===== src/rtl/alu_drv_pkg.sv =====
// Shared types and helpers for the adiabatic-slice phase driver.
// Phase gating is selected by defining ALU_DRV_PHASE_GATE_EN.
package alu_drv_pkg;

  typedef enum logic [1:0] {
    ST_IDLE = 2'd0,
    ST_ARM  = 2'd1,
    ST_EVAL = 2'd2,
    ST_DONE = 2'd3
  } state_e;

  typedef logic [1:0] quarter_t;

  // The counter parks at the last tick of q3; the result is captured leaving q2.
  localparam quarter_t PARK_Q = 2'd3;
  localparam quarter_t CAP_Q  = 2'd2;

  typedef struct packed {
    logic pos;
    logic neg;
    logic pos2;
    logic neg2;
  } phase_t;

  function automatic phase_t phase_decode(input quarter_t q);
    phase_t p;
    p.pos  = (q == 2'd0) || (q == 2'd1);
    p.pos2 = (q == 2'd1) || (q == 2'd2);
    p.neg  = ~p.pos;
    p.neg2 = ~p.pos2;
    return p;
  endfunction

  function automatic int tick_width(input int qticks);
    return (qticks > 1) ? $clog2(qticks) : 1;
  endfunction

endpackage


===== src/rtl/alu_phase_gen.sv =====
// Tick/quarter counter and registered four-phase power-clock decode.
// With ALU_DRV_PHASE_GATE_EN defined the counter freezes at park unless run_i is high.
module alu_phase_gen
  import alu_drv_pkg::*;
#(
  parameter int QTICKS = 2
) (
  input  logic clk,
  input  logic rst_n,
  input  logic run_i,
  output logic park_o,
  output logic cap_o,
  output logic clkpos_o,
  output logic clkneg_o,
  output logic clkpos2_o,
  output logic clkneg2_o
);

  localparam int TW = tick_width(QTICKS);
  localparam logic [TW-1:0] TICK_LAST = TW'(QTICKS - 1);

  logic [TW-1:0] tick_q, tick_d;
  quarter_t      q_q, q_d;
  phase_t        phase_q, phase_d;
  logic          adv;

  assign park_o = (q_q == PARK_Q) && (tick_q == TICK_LAST);
  assign cap_o  = (q_q == CAP_Q)  && (tick_q == TICK_LAST);

`ifdef ALU_DRV_PHASE_GATE_EN
  // Once parked and idle, hold still so the slice sees no power-clock swing.
  assign adv = run_i | ~park_o;
`else
  logic unused_run;
  assign unused_run = run_i;
  assign adv = 1'b1;
`endif

  always_comb begin
    tick_d = tick_q;
    q_d    = q_q;
    if (adv) begin
      if (tick_q == TICK_LAST) begin
        tick_d = '0;
        q_d    = q_q + 2'd1;
      end else begin
        tick_d = tick_q + 1'b1;
      end
    end
    phase_d = phase_decode(q_d);
  end

  always_ff @(posedge clk or negedge rst_n) begin
    if (!rst_n) begin
      tick_q  <= TICK_LAST;
      q_q     <= PARK_Q;
      phase_q <= phase_decode(PARK_Q);
    end else begin
      tick_q  <= tick_d;
      q_q     <= q_d;
      phase_q <= phase_d;
    end
  end

  assign clkpos_o  = phase_q.pos;
  assign clkneg_o  = phase_q.neg;
  assign clkpos2_o = phase_q.pos2;
  assign clkneg2_o = phase_q.neg2;

endmodule


===== src/rtl/alu_phase_driver.sv =====
// Operand/result sequencer for the adiabatic datapath slices.
// Define ALU_DRV_PHASE_GATE_EN to stop the phase clocks while idle.
module alu_phase_driver
  import alu_drv_pkg::*;
#(
  parameter int WIDTH  = 16,
  parameter int QTICKS = 2
) (
  input  logic             clk,
  input  logic             rst_n,
  // Both handshakes: a transfer happens on a rising clk edge where valid and
  // ready are both high; valid holds its payload until then, ready may not
  // depend combinationally on valid.
  input  logic             in_valid,
  output logic             in_ready,
  input  logic [WIDTH-1:0] a,
  input  logic [WIDTH-1:0] b,
  output logic [WIDTH-1:0] op_a,
  output logic [WIDTH-1:0] op_b,
  input  logic [WIDTH-1:0] res_in,
  output logic             clkpos,
  output logic             clkneg,
  output logic             clkpos2,
  output logic             clkneg2,
  output logic             out_valid,
  input  logic             out_ready,
  output logic [WIDTH-1:0] result,
  output state_e           state_o
);

  state_e           state_q, state_d;
  logic             out_valid_q, out_valid_d;
  logic [WIDTH-1:0] op_a_q, op_b_q, result_q;
  logic             accept, capture;
  logic             park, cap;

  alu_phase_gen #(
    .QTICKS (QTICKS)
  ) u_phase_gen (
    .clk       (clk),
    .rst_n     (rst_n),
    .run_i     (state_q != ST_IDLE),
    .park_o    (park),
    .cap_o     (cap),
    .clkpos_o  (clkpos),
    .clkneg_o  (clkneg),
    .clkpos2_o (clkpos2),
    .clkneg2_o (clkneg2)
  );

  always_comb begin
    state_d     = state_q;
    out_valid_d = out_valid_q;
    accept      = 1'b0;
    capture     = 1'b0;
    case (state_q)
      ST_IDLE: begin
        if (in_valid) begin
          accept  = 1'b1;
          state_d = ST_ARM;
        end
      end
      // Leaving park lands the counter on q0,t0, so EVAL always sees a full window.
      ST_ARM: begin
        if (park) state_d = ST_EVAL;
      end
      ST_EVAL: begin
        if (cap) begin
          capture     = 1'b1;
          out_valid_d = 1'b1;
          state_d     = ST_DONE;
        end
      end
      ST_DONE: begin
        if (out_ready) begin
          out_valid_d = 1'b0;
          state_d     = ST_IDLE;
        end
      end
      default: state_d = ST_IDLE;
    endcase
  end

  always_ff @(posedge clk or negedge rst_n) begin
    if (!rst_n) begin
      state_q     <= ST_IDLE;
      out_valid_q <= 1'b0;
      op_a_q      <= '0;
      op_b_q      <= '0;
      result_q    <= '0;
    end else begin
      state_q     <= state_d;
      out_valid_q <= out_valid_d;
      if (accept) begin
        op_a_q <= a;
        op_b_q <= b;
      end
      if (capture) result_q <= res_in;
    end
  end

  assign in_ready  = (state_q == ST_IDLE);
  assign op_a      = op_a_q;
  assign op_b      = op_b_q;
  assign result    = result_q;
  assign out_valid = out_valid_q;
  assign state_o   = state_q;

endmodule


===== config.mk =====
export PLATFORM = sky130hd
export DESIGN_NAME = alu_phase_driver
export DESIGN_NICKNAME = d
export VERILOG_FILES = /design/src/rtl/alu_drv_pkg.sv /design/src/rtl/alu_phase_gen.sv /design/src/rtl/alu_phase_driver.sv
export SDC_FILE = /design/constraint.sdc
export NUM_CORES = 1
export LEC_CHECK = 0
export ABC_AREA = 0
export BUFFER_PORTS_ARGS = -buffer_cell sky130_fd_sc_hd__buf_2
export CAP_MARGIN = 5
export CORE_ASPECT_RATIO = 0.9
export CORE_UTILIZATION = 41
export CTS_CLUSTER_DIAMETER = 100
export DETAILED_ROUTE_END_ITERATION = 16
export GPL_TIMING_DRIVEN = 0
export PLACE_DENSITY = 0.75
export SLEW_MARGIN = 25
export SYNTH_ARGS = -nofsm -noshare
export SYNTH_HDL_FRONTEND = slang
export SYNTH_HIERARCHICAL = 1
export SYNTH_SLANG_ARGS = --single-unit

===== constraint.sdc =====
create_clock -name clk -period 1.6 [get_ports clk]
set_input_delay 0 -clock clk [delete_from_list [all_inputs] [get_ports clk]]
set_output_delay 0 -clock clk [all_outputs]
set_load 0.005 [all_outputs]

# Yosys cells after proc, flatten, opt, wreduce, memory -nomap -nowiden
# Cells that the tools add are included.
[totals]
register_bits = 58
word_cells = 49
output_inout_bits = 56
[op_classes]
n_reduce_logical = 9
bitwise = 2
eq_ne = 11
n_addsub = 2
n_mux = 14
[op_table]
columns = ["op", "count"]
rows = [
  ["== test 2 bit, second input constant", 5],
  ["2-to-1 mux 2 bit", 5],
  ["inequality test 2 bit, second input constant", 4],
  ["case mux 2 bit (4 select lines)", 1],
  ["2-to-1 mux 1 bit", 7],
  ["== test 2 x 1 -> 1 bit, second input constant", 2],
  ["logical NOT 2 bit", 2],
  ["AND reduction 4 bit", 1],
  ["AND reduction 3 bit", 1],
  ["adder 2 x 1 -> 2 bit, second input constant", 1],
  ["logical AND 1 bit", 2],
  ["logical OR 1 bit", 2],
  ["NOT 1 bit", 2],
  ["case mux 1 bit (2 select lines)", 1],
  ["nonzero test 2 bit", 1],
  ["adder 1 bit, second input constant", 1],
]

# Longest topological paths before layout
# Gate-level depths: netlist of run 1.
[logic_depth]
ltp_word = 5
ltp_mapped = 6
ltp_nobuf = 6

# By module
# Netlist of run 1, hierarchy kept.
[by_module_without_submodules]
columns = ["mod", "n_inst", "cells_each", "seq_area_each_um2", "area_each_um2"]
rows = [
  ["alu_phase_driver", 1, 125, 1276.2, 2028.2],
  ["alu_phase_gen", 1, 20, 155.1, 279.0],
]

# Least setup slack after synthesis of run 1
# No wires, ideal clock.
[synth_path]
path_type = "flip-flop to flip-flop"
from = "register u_phase_gen.q_q[0]"
to = "register state_q[1] (netlist: state_o[1])"
arrival_time_ns = 1.628
t_required_ns = 1.475
path_stages_with_launch = 7
path_slack_ns = -0.153
synth_period_minus_slack_ns = 1.753
path_cell_list = "dfstp_2 > inv_1 > ha_1 > and2_2 > or2b_1 > o2111a_2 > mux2_4"
[synth_via]
elab_chain_cells = 4
[synth_rtl]
columns = ["element", "line", "rtl"]
rows = [
  ["from (decl)", "alu_phase_gen.sv:23", "quarter_t q_q, q_d;"],
  ["from (signal assigned)", "alu_phase_gen.sv:60", "q_q <= q_d;"],
  ["== test 2 bit", "alu_phase_gen.sv:28", "assign cap_o = (q_q == CAP_Q) && (tick_q == TICK_LAST);"],
  ["logical AND 1 bit", "alu_phase_gen.sv:28", ""],
  ["net cap", "alu_phase_driver.sv:35", "logic park, cap;"],
  ["inequality test 2 bit (no line)", "-", ""],
  ["AND reduction 4 bit (no line)", "-", ""],
  ["to (signal assigned)", "alu_phase_driver.sv:92", "state_q <= state_d;"],
  ["to (decl)", "alu_phase_driver.sv:31", "state_e state_q, state_d;"],
]
# The timed path passes the listed nets, and every way through them passes these cells.
# A chain may end at the register's enable or synchronous reset.

# Worst setup path in the final report of run 1
# Ends and elaborated chain as after synthesis.

==> results of run 1 <==
## stage by stage
step	total power, W	TNS, ns	util, %
floorplan	0.003497	-0.1683	-
global placement	0.004351	-4.632	54.97
detailed placement	0.004445	-5.696	55.02
CTS	0.005740	-0.9068	68.33
global route	0.006135	-4.220	68.33
finish	0.005715	-0.4873	68.33
## power groups by stage
stage / combinational [W] / clock (W) / sequential [W]
2_1_floorplan: 0.000988 / 0 / 0.00251
3_3_place_gp: 0.00195 / 0 / 0.00240
3_5_place_dp: 0.00201 / 0 / 0.00243
4_1_cts: 0.00216 / 0.00116 / 0.00241
5_1_grt: 0.00239 / 0.00122 / 0.00253
6_report: 0.00217 / 0.00112 / 0.00243
## logic make-up (layout without fill, tap and decap cells)
family | after synthesis | in the layout | synth area share (%)
and+or+nand+nor | 10 | 10 | 2.494
xor gates and xnor gates | 3 | 3 | 1.139
muxes | 52 | 52 | 25.92
DFF | 57 | 57 | 62.04
adders and majority gates | 8 | 8 | 4.339
AOI/OAI and AO/OA | 4 | 4 | 1.464
buffers and inverters | 11 | 187 | 2.603
## metal layers
layer  track usage (%)  up-vias  wire length (um)
met1             22.76      857              2228
met3             6.750        7               425
met2             37.07       72              2883
li1                  -      843                 -
met4             10.71        0                84
met5                 0        -                 0
## path summary, 6_finish.rpt
kind                       cells after the start          to
setup / recovery                               6  state_o[1]
hold / removal                                 3     op_a[0]
setup reg to reg                               6  state_o[1]
hold reg to reg                                1     op_a[1]
max in group asynchronous                      2  state_o[1]
min in group asynchronous                      2     op_b[7]
## cells in the final DEF (no fill, tap or decap), types with 2 or more instances in the layout
cell type	instances
buf_2	106
buf_4	8
clkbuf_1	2
clkbuf_8	10
clkinv_2	2
dfrtp_1	53
dfstp_2	4
dlygate4sd3_1	50
ha_1	7
inv_1	5
mux2_2	48
mux2i_1	2
nand2_1	2
or2b_1	2
xnor2_1	2
## registers in the layout, summed over array words and instances, names as in the netlist
register / count
u_phase_gen/clkpos2_o: 1
out_valid: 1
u_phase_gen/q_q: 2
u_phase_gen/tick_q: 1
u_phase_gen/clkneg2_o: 1
op_a: 16
op_b: 16
u_phase_gen/clkpos_o: 1
result: 16
state_o: 2
## area by class of cell
class                           instances  area share (%)
Tap cell                               67           2.294
Timing Repair Buffer                  161           29.24
Sequential cell                        57           39.16
Inverter                                6          0.6162
Clock inverter                          3          0.4793
Multi-Input combinational cell         77           22.90
Buffer                                  5           1.335
Clock buffer                           12           3.971
## worst max-delay path, stage by stage, from the launching register on
cell and delay, ns:
dfstp_2 0.56, inv_2 0.05, ha_4 0.14, and2_4 0.14, or2b_1 0.22, o2111a_2 0.15
mux2_4 0.29
## repair_timing
item                                   4_1_cts  5_1_grt
endpoints found under the hold margin      102        0
buffers inserted                             4        0
resized for setup                            6        0
hold buffers                                50        0
setup endpoints to repair                   47       42
==> flow_results.org, run 1 <==
** STA
- Measured against its own limit, the worst slew margin works out to 53.74%.
- Setup repair after global routing could not meet its margin everywhere.
- Final setup violating endpoints :: 12
- Clock skew on the completed layout was measured at 0.008336 ns.
- Final worst-path setup slack :: -0.07261 ns
- Clock period minus final worst setup slack :: 1.673 ns
- For this run, the top clock speed supported by timing is 597.9 MHz.
- Across all hold checks on the routed design, the worst slack comes to 0.1060 ns.
- Final Slew Violations :: 0
- Final worst-path cycle share :: 104.5%
- At the pin with the least slew margin, the transition time is 0.6939 ns.
- The final-report hold violation count is 0.

** Die
- IO Pins :: 108
- Core Region :: 5349 sq um
- Cell Rows :: 25
- Measured along the y axis, the die boundary spans 73.17 um.
- Die Outline Area :: 5932 sq um
- Initial standard-cell utilization of the core :: 43.13%
- From left edge to right edge, the die measures 81.08 um.

** Place
- Port buffering added 107 buffers.
- The placed instances occupy a cell area of 2943 sq um.
- Timing analysis after detailed placement gives a worst setup slack of -0.1779 ns.
- After detailed placement, the design holds a cell count of 319.
- Routability cong. :: 0.7246
- Post-detailed-placement half-perimeter wirelength :: 3346 um

** Synthesis
- Number of flops mapped to enable cells by yosys :: 0
- Number of synthesis warnings :: 6
- After synthesis, flip-flops and latches occupy 62.04% of the total area.
- Top cell type by total area after synthesis :: dfrtp_1
- Yosys attributes the largest share of cell area to dfrtp_1, mux2_2, dfstp_2.
- The synthesized design contains 57 register bits.
- For this run, the leading register cell type out of synthesis is dfrtp_1.
- In the synthesized netlist the async set-or-reset flop fraction comes to 100.0%.
- Ranked by instance count, the synthesized netlist is headed by dfrtp_1, mux2_2, ha_1, inv_1, dfstp_2.
- The number of nets handed over by synthesis was 205.
- By instance count, the leading cell after synthesis is dfrtp_1.
- After synthesis, the largest area contributor takes up 57.48% of total cell area.
- After synthesis the cells add up to 2307 sq um.
- Unique masters post-synth :: 22
- Dividing the synthesized area by the synthesized cell count gives 15.91 sq um.
- Synth Instances :: 145

** Detailed routing
- Ratio of routed vias to standard cells :: 4.585
- Antenna Nets Post-Route :: 0
- The first TritonRoute pass finished after 4 iterations.
- Post-route DRC violation count :: 0
- Vias :: 1,779
- After detailed routing, the total wire length is 5621 um.
- After detailed routing, the average wire length per cell comes to 14.49 um.
- After the first detailed-routing iteration, the DRC count stood at 31.

** Layout
- Antenna cells :: 0
- In the final layout, flip-flops and latches occupy 1431 sq um.
- For this run, the post-layout net count is 377.
- After routing the design area is 3655 sq um.
- Count of placed standard cells in the final layout, fillers left out :: 388
- Summing all multi-input logic gate instances after layout gives 837.1 sq um.
- After filler insertion, the fill cell instance count of the layout stands at 375.
- Of the cells placed in the final design, the portion with a size suffix greater than 1 is 59.19%.
- Relative to the synthesized area, the layout overhead comes to 58.41%.

** Power
- Peak supply drop :: 0.0009076 V
- In this run the power spent charging and discharging nets is 0.001697 W.
- Share of total power consumed by net switching :: 29.69%
- For this design the ratio of total power to cell area is 1564 nW/um^2.
- Reg power frac :: 42.5%
- Combinational share of power :: 37.9%
- Static leakage :: 1.812 nW
- Internal power comes to 0.004019 W.
- The clock network is responsible for 19.6% of the overall power.

** GRT
- The via count of the first global-routing pass came to 1,872.
- The number of antenna violations at the first check in global routing came to 0.
- Total routing usage reported by global routing :: 21.13%
- Entering global routing, the biggest net connects 58 pins.
- After global routing the overflow that remains totals 0.
- The first global-routing pass estimated 9004 um of wire.

** CTS
- For this design, the sink count on the clock tree is 57.
- After clock tree synthesis, the clock-pin slew on the worst setup and hold paths is 0.06 ns.
- Clock buffer count from CTS :: 9
- H-tree levels :: 3
- Library cell used as clock root buffer :: clkbuf_8
- The clock reaches the later pin of the worst-skew pair after 0.32 ns.
- Number of buffers between clock root and the deepest sink :: 2
- TritonCTS built the clock tree.

** Critical path
- Launching element type of the critical path :: flop
- Data arrival time at the worst-slack endpoint :: 1.88 ns
- Worst EP required :: 1.80 ns
- The worst setup path is captured at a flop.
- Of all nets on the critical path, the largest fanout is 3.
- The startpoint identified for the worst register-to-register timing path is u_phase_gen/q_q[0].
- Worst setup path category :: reg2reg
- Launching element of the worst setup path :: u_phase_gen/q_q[0]
- For flop-to-flop paths, the worst setup slack is -0.07 ns.

** Min path
- Hold WC Path Type :: in2reg
- In this run the most critical hold path is launched from in_valid.

** Run status
- Result of the run :: finished with violations
- The final reports fail on setup timing.

** Run
- Maximum Capacitance Violations :: 0
Note: power is estimated with default switching activity, not from simulation.
==> run 2, diff against run 1 <==
--- a/config.mk
+++ b/config.mk
@@ -13,7 +13,8 @@
 export CTS_CLUSTER_DIAMETER = 100
 export DETAILED_ROUTE_END_ITERATION = 16
 export GPL_TIMING_DRIVEN = 0
-export PLACE_DENSITY = 0.75
+export PLACE_DENSITY_LB_ADDON = 0.3
+export SETUP_SLACK_MARGIN = 0.02
 export SLEW_MARGIN = 25
 export SYNTH_ARGS = -nofsm -noshare
 export SYNTH_HDL_FRONTEND = slang
==> run 2 against run 1 <==
  * The run still ends with setup timing left
  * Die area is the same
  * Maximum frequency fell by 0.40%
  * Cell area is 1.6% higher
  * Utilization grew 1.1 points
  * Critical path depth did not move
  * Clock-buffer cell count is 1 lower
  * Largest power group unchanged
==> flow_results.org, run 2 (synthesized netlist as in run 1, its figures left out) <==
** Critical path
- The startpoint of the most critical setup path was u_phase_gen/q_q[0] (unchanged).
- Largest incremental delay on the critical path :: 0.56 ns (about the same)
- Launching element type of the critical path :: flop (unchanged)
- The critical path data arrival time is 1.90 ns (was 1.88 ns).
- Worst setup path category :: reg2reg (unchanged)
- The startpoint of the lowest-slack register-to-register path was u_phase_gen/q_q[0] (unchanged).
- The critical path data required time is 1.82 ns (was 1.80 ns).
- Count of buffer and inverter cells on the critical path :: 1 (unchanged)
- Cell-by-cell listing of the critical path: inv_2 -> ha_4 -> and2_4 -> or2b_1 -> o2111a_2 -> mux2_4 (unchanged).
- The kind of end point of the critical path was a flop (unchanged).
- The slowest cell on the critical path is dfstp_2 (unchanged).
- The cell class contributing the biggest share of worst-path delay is flip-flops (unchanged).
- The peak fanout along the critical path came to 3 (unchanged).

** STA
- The final-report hold violation count came to 0 (unchanged).
- The maximum frequency from static timing analysis came to 595.5 MHz (was 597.9 MHz).
- Final setup violating endpoints :: 12 (unchanged)
- The setup total negative slack is -0.5982 ns (was -0.4873 ns).
- Setup repair after global routing missed its margin :: yes (unchanged)
- Clock period minus final worst setup slack :: 1.679 ns (was 1.673 ns)
- Final Slew Violations :: 0 (unchanged)
- The ratio of final minimum period to clock period is 105.0% (was 104.5%).
- The final worst-path setup slack is -0.07933 ns (was -0.07261 ns).
- The worst hold slack across all endpoints is 0.08672 ns (was 0.1060 ns).
- The maximum clock skew at final layout came to 0.004040 ns (was 0.008336 ns).
- The worst slew slack as a fraction of its limit was 52.21% (was 53.74%).
- Slew at the pin closest to its max-slew limit :: 0.7169 ns (was 0.6939 ns)

** Run status
- Failing checks :: setup timing (unchanged)
- Result of the run :: finished with violations (unchanged)

** Layout
- Most frequent cells in the layout: buf_2, dfrtp_1, dlygate4sd3_1 (unchanged).
- Commonest non-fill, non-tap cell in the layout :: buf_2 (unchanged)
- Utilization of the core after routing :: 69.45% (was 68.33%)
- The fill cell total of the finished layout was 398 (was 375).
- The non-filler instance count after layout came to 390 (was 388).
- Post-layout nets :: 378 (was 377)
- The proportion of layout cells with a drive suffix above 1 was 59.44% (was 59.19%).
- Synthesis-to-layout area growth :: 61.01% (was 58.41%)
- The antenna diode count came to 0 (unchanged).

** GRT
- The via count of the first global-routing pass came to 1,813 (was 1,872).
- The overall fraction of global-route tracks in use was 19.14% (was 21.13%).
- The pin count of the biggest net entering global routing is 58 (unchanged).
- The overflow left after global routing was 0 (unchanged).
- The number of antenna violations at the first check in global routing came to 0 (unchanged).
- The wire length of the first global-routing pass is 8107 um (was 9004 um).

** Place
- Number of placed instances with taps included :: 319 (unchanged)
- Worst setup slack before clock tree synthesis :: -0.1788 ns (was -0.1779 ns)
- Count of buffers inserted at the top-level ports :: 107 (unchanged)
- The estimated wirelength of the detail-placed design came to 3183 um (was 3346 um).
- The final weighted congestion in routability-driven placement is 0.7347 (was 0.7246).

** Run
- Maximum Capacitance Violations :: 0 (unchanged)

** Detailed routing
- Vias :: 1,775 (was 1,779)
- Post-route DRC violation count :: 0 (unchanged)
- The final wirelength came to 5306 um (was 5621 um).
- Routed wire length per instance :: 13.61 um (was 14.49 um)
- Detailed-routing iteration count for the pre-antenna-repair pass :: 4 (unchanged)
- Ratio of routed vias to standard cells :: 4.551 (was 4.585)
- Met2 routed WL :: 2617 um (was 2883 um)
- DR top layer :: met4 (unchanged)
- The iteration-0 DRC count of the detailed router is 58 (was 31).
- M1 WL :: 2054 um (was 2228 um)
- Sum of met3 wire segment lengths after detailed routing :: 519 um (was 425 um)
- Antenna Nets Post-Route :: 0 (unchanged)

** Min path
- Hold WC Path Type :: in2reg (unchanged)
- Hold Crit Start :: in_valid (unchanged)

** CTS
- TritonCTS clock tree :: done (unchanged)
- The total clock buffers created by CTS came to 9 (unchanged).
- Clock latency reported for the late side of the worst-skew pair :: 0.33 ns (was 0.32 ns)
- The clock sink count is 57 (unchanged).
- Number of buffers between clock root and the deepest sink :: 2 (unchanged)
- The number of H-tree levels is 3 (unchanged).
- The clock slew seen by the registers of the worst setup and hold paths is 0.06 ns (about the same).
- The cell at the root of the clock tree is clkbuf_8 (unchanged).

** Power
- Peak supply drop :: 0.001097 V (was 0.0009076 V)
- The leakage power total is 1.835 nW (was 1.812 nW).
- The areal power density over the cells is 1613 nW/um^2 (was 1564 nW/um^2).

** Die
- Initial standard-cell utilization of the core :: 43.13% (unchanged)
- Chip height :: 73.17 um (unchanged)
- The width of the die was 81.08 um (unchanged).
- Cell Rows :: 25 (unchanged)
- Die Outline Area :: 5932 sq um (unchanged)
- The number of top-level pins is 108 (unchanged).
- Core Region :: 5349 sq um (unchanged)
[run 2: cell count changes in the layout (fill, tap and decap cells not counted), sizes merged]
| cell | change |
|---|---|
| buf | +1 |
| clkbuf | -1 |
| bufinv | +2 |
| clkinv | -1 |
| clkinvlp | +1 |
[run 2: through the flow]
step           power, W  area, sq um
2_1_floorplan  0.003497         2321
3_3_place_gp   0.004346         2940
3_5_place_dp   0.004428         2943
4_1_cts        0.006053         3711
5_1_grt        0.006419         3715
6_report       0.005993         3715
[run 2: layout make-up]
cell class / instances / area, sq um / area share [%]
Clock inverter: 5 / 80.08 / 2.156
Buffer: 5 / 48.80 / 1.314
Tap cell: 67 / 83.83 / 2.257
Multi-Input combinational cell: 77 / 837.1 / 22.53
Sequential cell: 57 / 1431 / 38.53
Inverter: 6 / 22.52 / 0.6063
Clock buffer: 11 / 131.4 / 3.537
Timing Repair Buffer: 162 / 1080 / 29.07
[run 2: repair_timing]
action	4_1_cts	5_1_grt
hold buffers	50	0
setup endpoints to repair	47	42
hold endpoints to repair	102	0
gates cloned	0	0
resized for setup	6	1
setup buffers	5	0
[run 2: tightest hold or removal path: cells and delay by family]
family	cells	cell delay, ns
buf+inv	1	0.11
simple gates	1	0.11
mux	1	0.16
[run 2: layer usage]
| metal | vias up | global-route usage, % |
|---|---|---|
| li1 | 840 | - |
| met1 | 831 | 19.67 |
| met2 | 89 | 32.40 |
| met3 | 15 | 10.00 |
| met4 | 0 | 8.333 |
| met5 | - | 0 |
[run 2: path summary, 6_finish.rpt]
check	depth (start not counted)	to	slack [ns]
max in group asynchronous	2	op_b[3]	0.85
min in group asynchronous	2	op_b[10]	0.27
max reg2reg	6	state_o[1]	-0.08
min reg2reg	1	result[13]	0.50
min	3	op_a[0]	0.09
max	6	state_o[1]	-0.08
[run 2: power by group]
part / internal [W] / switching [W]
Sequential: 0.00211 / 0.000317
Combinational: 0.00132 / 0.000815
Clock: 0.000874 / 0.000564
==> run 3, diff against run 2 <==
--- a/config.mk
+++ b/config.mk
@@ -14,6 +14,7 @@
 export DETAILED_ROUTE_END_ITERATION = 16
 export GPL_TIMING_DRIVEN = 0
 export PLACE_DENSITY_LB_ADDON = 0.3
+export RECOVER_POWER = 50
 export SETUP_SLACK_MARGIN = 0.02
 export SLEW_MARGIN = 25
 export SYNTH_ARGS = -nofsm -noshare
==> run 3 against run 2 <==
  * The flow still finishes with violations (setup timing)
  * Critical endpoint unchanged
  * Global-route usage stayed put
  * Cell area is 0.40% lower
  * Combinational power hardly changed
  * Power is 0.54% lower
  * Largest cell class unchanged
  * Clock power hardly changed
  * Via count is 0.39% lower
==> flow_results.org, run 3 (synthesized netlist as in run 1, its figures left out) <==
** Layout
- The post-layout utilization of the core is 69.17% (was 69.45%).
- The cell area after layout is 3700 sq um (was 3715 sq um).
- Antenna cells :: 0 (unchanged)
- The leading cell type in the layout, fill and taps excluded is buf_2 (unchanged).
- Most frequent cells in the layout :: buf_2, dfrtp_1, dlygate4sd3_1 (unchanged)
- The number of nets in the final layout came to 378 (unchanged).
- Ratio of cells with drive above 1 in the final layout :: 56.35% (was 59.44%)
- The area added between synthesis and finish was 60.36% (was 61.01%).
- The fill cell total of the finished layout came to 405 (was 398).
- The non-filler instance count after layout is 390 (unchanged).

** Place
- The cell area after placement is 2943 sq um (unchanged).
- Routability cong. :: 0.7347 (unchanged)
- Number of placed instances with taps included :: 319 (unchanged)
- The estimated wirelength of the detail-placed design came to 3183 um (unchanged).
- The number of input and output port buffers inserted came to 107 (unchanged).

** CTS
- The clock insertion delay at the later pin of the skew report came to 0.33 ns (about the same).
- TritonCTS clock tree :: done (unchanged)
- The total clock buffers created by CTS was 9 (unchanged).
- Library cell used as clock root buffer :: clkbuf_8 (unchanged)
- The buffer levels on the longest clock path was 2 (unchanged).
- Clock net sink count :: 57 (unchanged)
- The number of H-tree levels came to 3 (unchanged).
- The clock slew seen by the registers of the worst setup and hold paths was 0.06 ns (about the same).

** Power
- The areal power density over the cells is 1611 nW/um^2 (was 1613 nW/um^2).
- Peak supply drop :: 0.001097 V (about the same)
- Final total power :: 0.005961 W (was 0.005993 W)
- Static leakage :: 1.806 nW (was 1.835 nW)

** Critical path
- The startpoint-to-endpoint class of the critical path is reg2reg (unchanged).
- End point of the critical path :: state_o[1] (unchanged)
- The slowest cell on the critical path was dfstp_2 (unchanged).
- The launching element type of the critical path is a flop (unchanged).
- Data arrival time at the worst-slack endpoint :: 1.90 ns (about the same)
- The kind of end point of the critical path is a flop (unchanged).
- Worst reg-to-reg path cell count :: 6 (unchanged)
- Top fanout value on the critical path :: 3 (unchanged)
- Logic depth of the worst setup path including buffers :: 6 (unchanged)
- Cell-by-cell listing of the critical path: inv_2 -> ha_4 -> and2_4 -> or2b_1 -> o2111a_2 -> mux2_4 (unchanged).
- The startpoint of the lowest-slack register-to-register path is u_phase_gen/q_q[0] (unchanged).
- The number of buffers and inverters on the critical path is 1 (unchanged).
- The maximum single-stage delay on the critical path came to 0.56 ns (about the same).
- The reg-to-reg critical path endpoint was state_o[1] (unchanged).
- Register-to-Register Setup Slack :: -0.08 ns (about the same)
- Cell family contributing the most delay on the critical path :: flip-flops (unchanged)
- The startpoint of the most critical setup path is u_phase_gen/q_q[0] (unchanged).
- The critical path data required time came to 1.82 ns (about the same).

** GRT
- Global routing met3 resource utilization :: 10.00% (unchanged)
- GRT met2 Usage :: 32.40% (unchanged)
- The overall fraction of global-route tracks in use is 19.14% (unchanged).
- The wire length of the first global-routing pass came to 8107 um (unchanged).
- Vias in the first global route :: 1,813 (unchanged)
- The overflow left after global routing is 0 (unchanged).
- The global-route layer with the greatest usage is met2 (unchanged).
- Met1 Track Usage GR :: 19.67% (unchanged)
- Largest net degree at the start of global routing :: 58 (unchanged)
- The number of antenna violations at the first check in global routing is 0 (unchanged).

** Die
- The number of top-level pins came to 108 (unchanged).
- Chip height :: 73.17 um (unchanged)
- Floorplan die width :: 81.08 um (unchanged)
- Die Outline Area :: 5932 sq um (unchanged)
- The initial cell density of the core came to 43.13% (unchanged).
- The area of the placeable core is 5349 sq um (unchanged).
- The number of placement rows is 25 (unchanged).

** STA
- The setup total negative slack was -0.6067 ns (was -0.5982 ns).
- Setup repair after global routing missed its margin: yes (unchanged).
- The final worst-path setup slack came to -0.07933 ns (about the same).
- Final Slew Violations :: 0 (unchanged)
- Worst setup skew after layout :: 0.004047 ns (was 0.004040 ns)
- The ratio of final minimum period to clock period came to 105.0% (about the same).
- Clock period minus final worst setup slack :: 1.679 ns (about the same)
- Slew at the pin closest to its max-slew limit :: 1.396 ns (was 0.7169 ns)
- The worst slew slack as a fraction of its limit is 6.934% (was 52.21%).
- Endpoints failing hold :: 0 (unchanged)
- The maximum frequency from static timing analysis was 595.5 MHz (unchanged).
- The setup-violating endpoint count in the final report came to 12 (unchanged).

** Run
- Maximum Capacitance Violations :: 0 (unchanged)

** Min path
- The classification of the worst-slack hold path is in2reg (unchanged).

** Detailed routing
- The final wirelength came to 5295 um (was 5306 um).
- Ratio of routed vias to standard cells :: 4.533 (was 4.551)
- The count of TritonRoute iterations in the first routing pass came to 4 (unchanged).
- The via count was 1,768 (was 1,775).
- Routed wire length per instance :: 13.58 um (was 13.61 um)
- Drt initial violations :: 58 (unchanged)
- Post-route DRC violation count :: 0 (unchanged)
- Antenna Nets Post-Route :: 0 (unchanged)

** Run status
- Result of the run: finished with violations (unchanged).
- Failing checks :: setup timing (unchanged)
==> run 3: changes by cell type in the layout (fill, tap and decap cells not counted), sizes merged <==
cell | previous run | this run
clkbuf | 11 | 22
buf | 117 | 106
==> run 3: how the worst min path moves through the flow <==
stage / from / endpoint / slack (ns) / depth (start not counted)
after detailed placement: rst_n / op_b[10] / 0.11 / 1
final: in_valid / op_a[0] / 0.09 / 3
after global placement: a[6] / op_a[6] / 0.23 / 2
after floorplan: rst_n / op_a[0] / -0.30 / 0
after global routing: in_valid / op_a[0] / 0.09 / 3
after CTS: in_valid / op_a[0] / 0.08 / 3
==> run 3: layout make-up <==
type,count,area [sq um],area share [%]
Clock buffer,11,131.4,3.551
Timing Repair Buffer,162,1065,28.78
Tap cell,67,83.83,2.266
Sequential cell,57,1431,38.69
Multi-Input combinational cell,77,837.1,22.62
Buffer,5,48.80,1.319
Inverter,6,22.52,0.6087
Clock inverter,5,80.08,2.164
==> run 3: worst register-to-register path, stage by stage (launching register included) <==
cell	delay, ns
dfstp_2	0.56
inv_2	0.06
ha_4	0.15
and2_4	0.15
or2b_1	0.22
o2111a_2	0.15
mux2_4	0.29
==> run 3: report_power, final <==
part,leakage (nW),internal (W),switching [W]
clock,0.0995,0.000874,0.000563
sequential,0.664,0.00211,0.000319
combinational,1.04,0.00128,0.000814
==> run 3: repair_timing <==
action / CTS / global route
hold buffers: 50 / 0
buffers inserted: 5 / 0
resized for setup: 6 / 1
endpoints found under the setup margin: 47 / 42
hold endpoints to repair: 102 / 0
==> run 3: metrics by stage <==
stage / hold WS (ns) / setup slack (ns)
3_5_place_dp: 0.1080 / -0.1788
4_1_cts: 0.07725 / -0.06351
6_report: 0.08721 / -0.07933
5_1_grt: 0.09271 / -0.1306
3_3_place_gp: 0.2300 / -0.1622
2_1_floorplan: -0.2956 / -0.04093
==> run 3: per-layer routing <==
layer  vias up  wire (um)
li1        840          -
met1       827       2037
met2        86       2617
met3        15        525
met4         0        114
met5         -          0
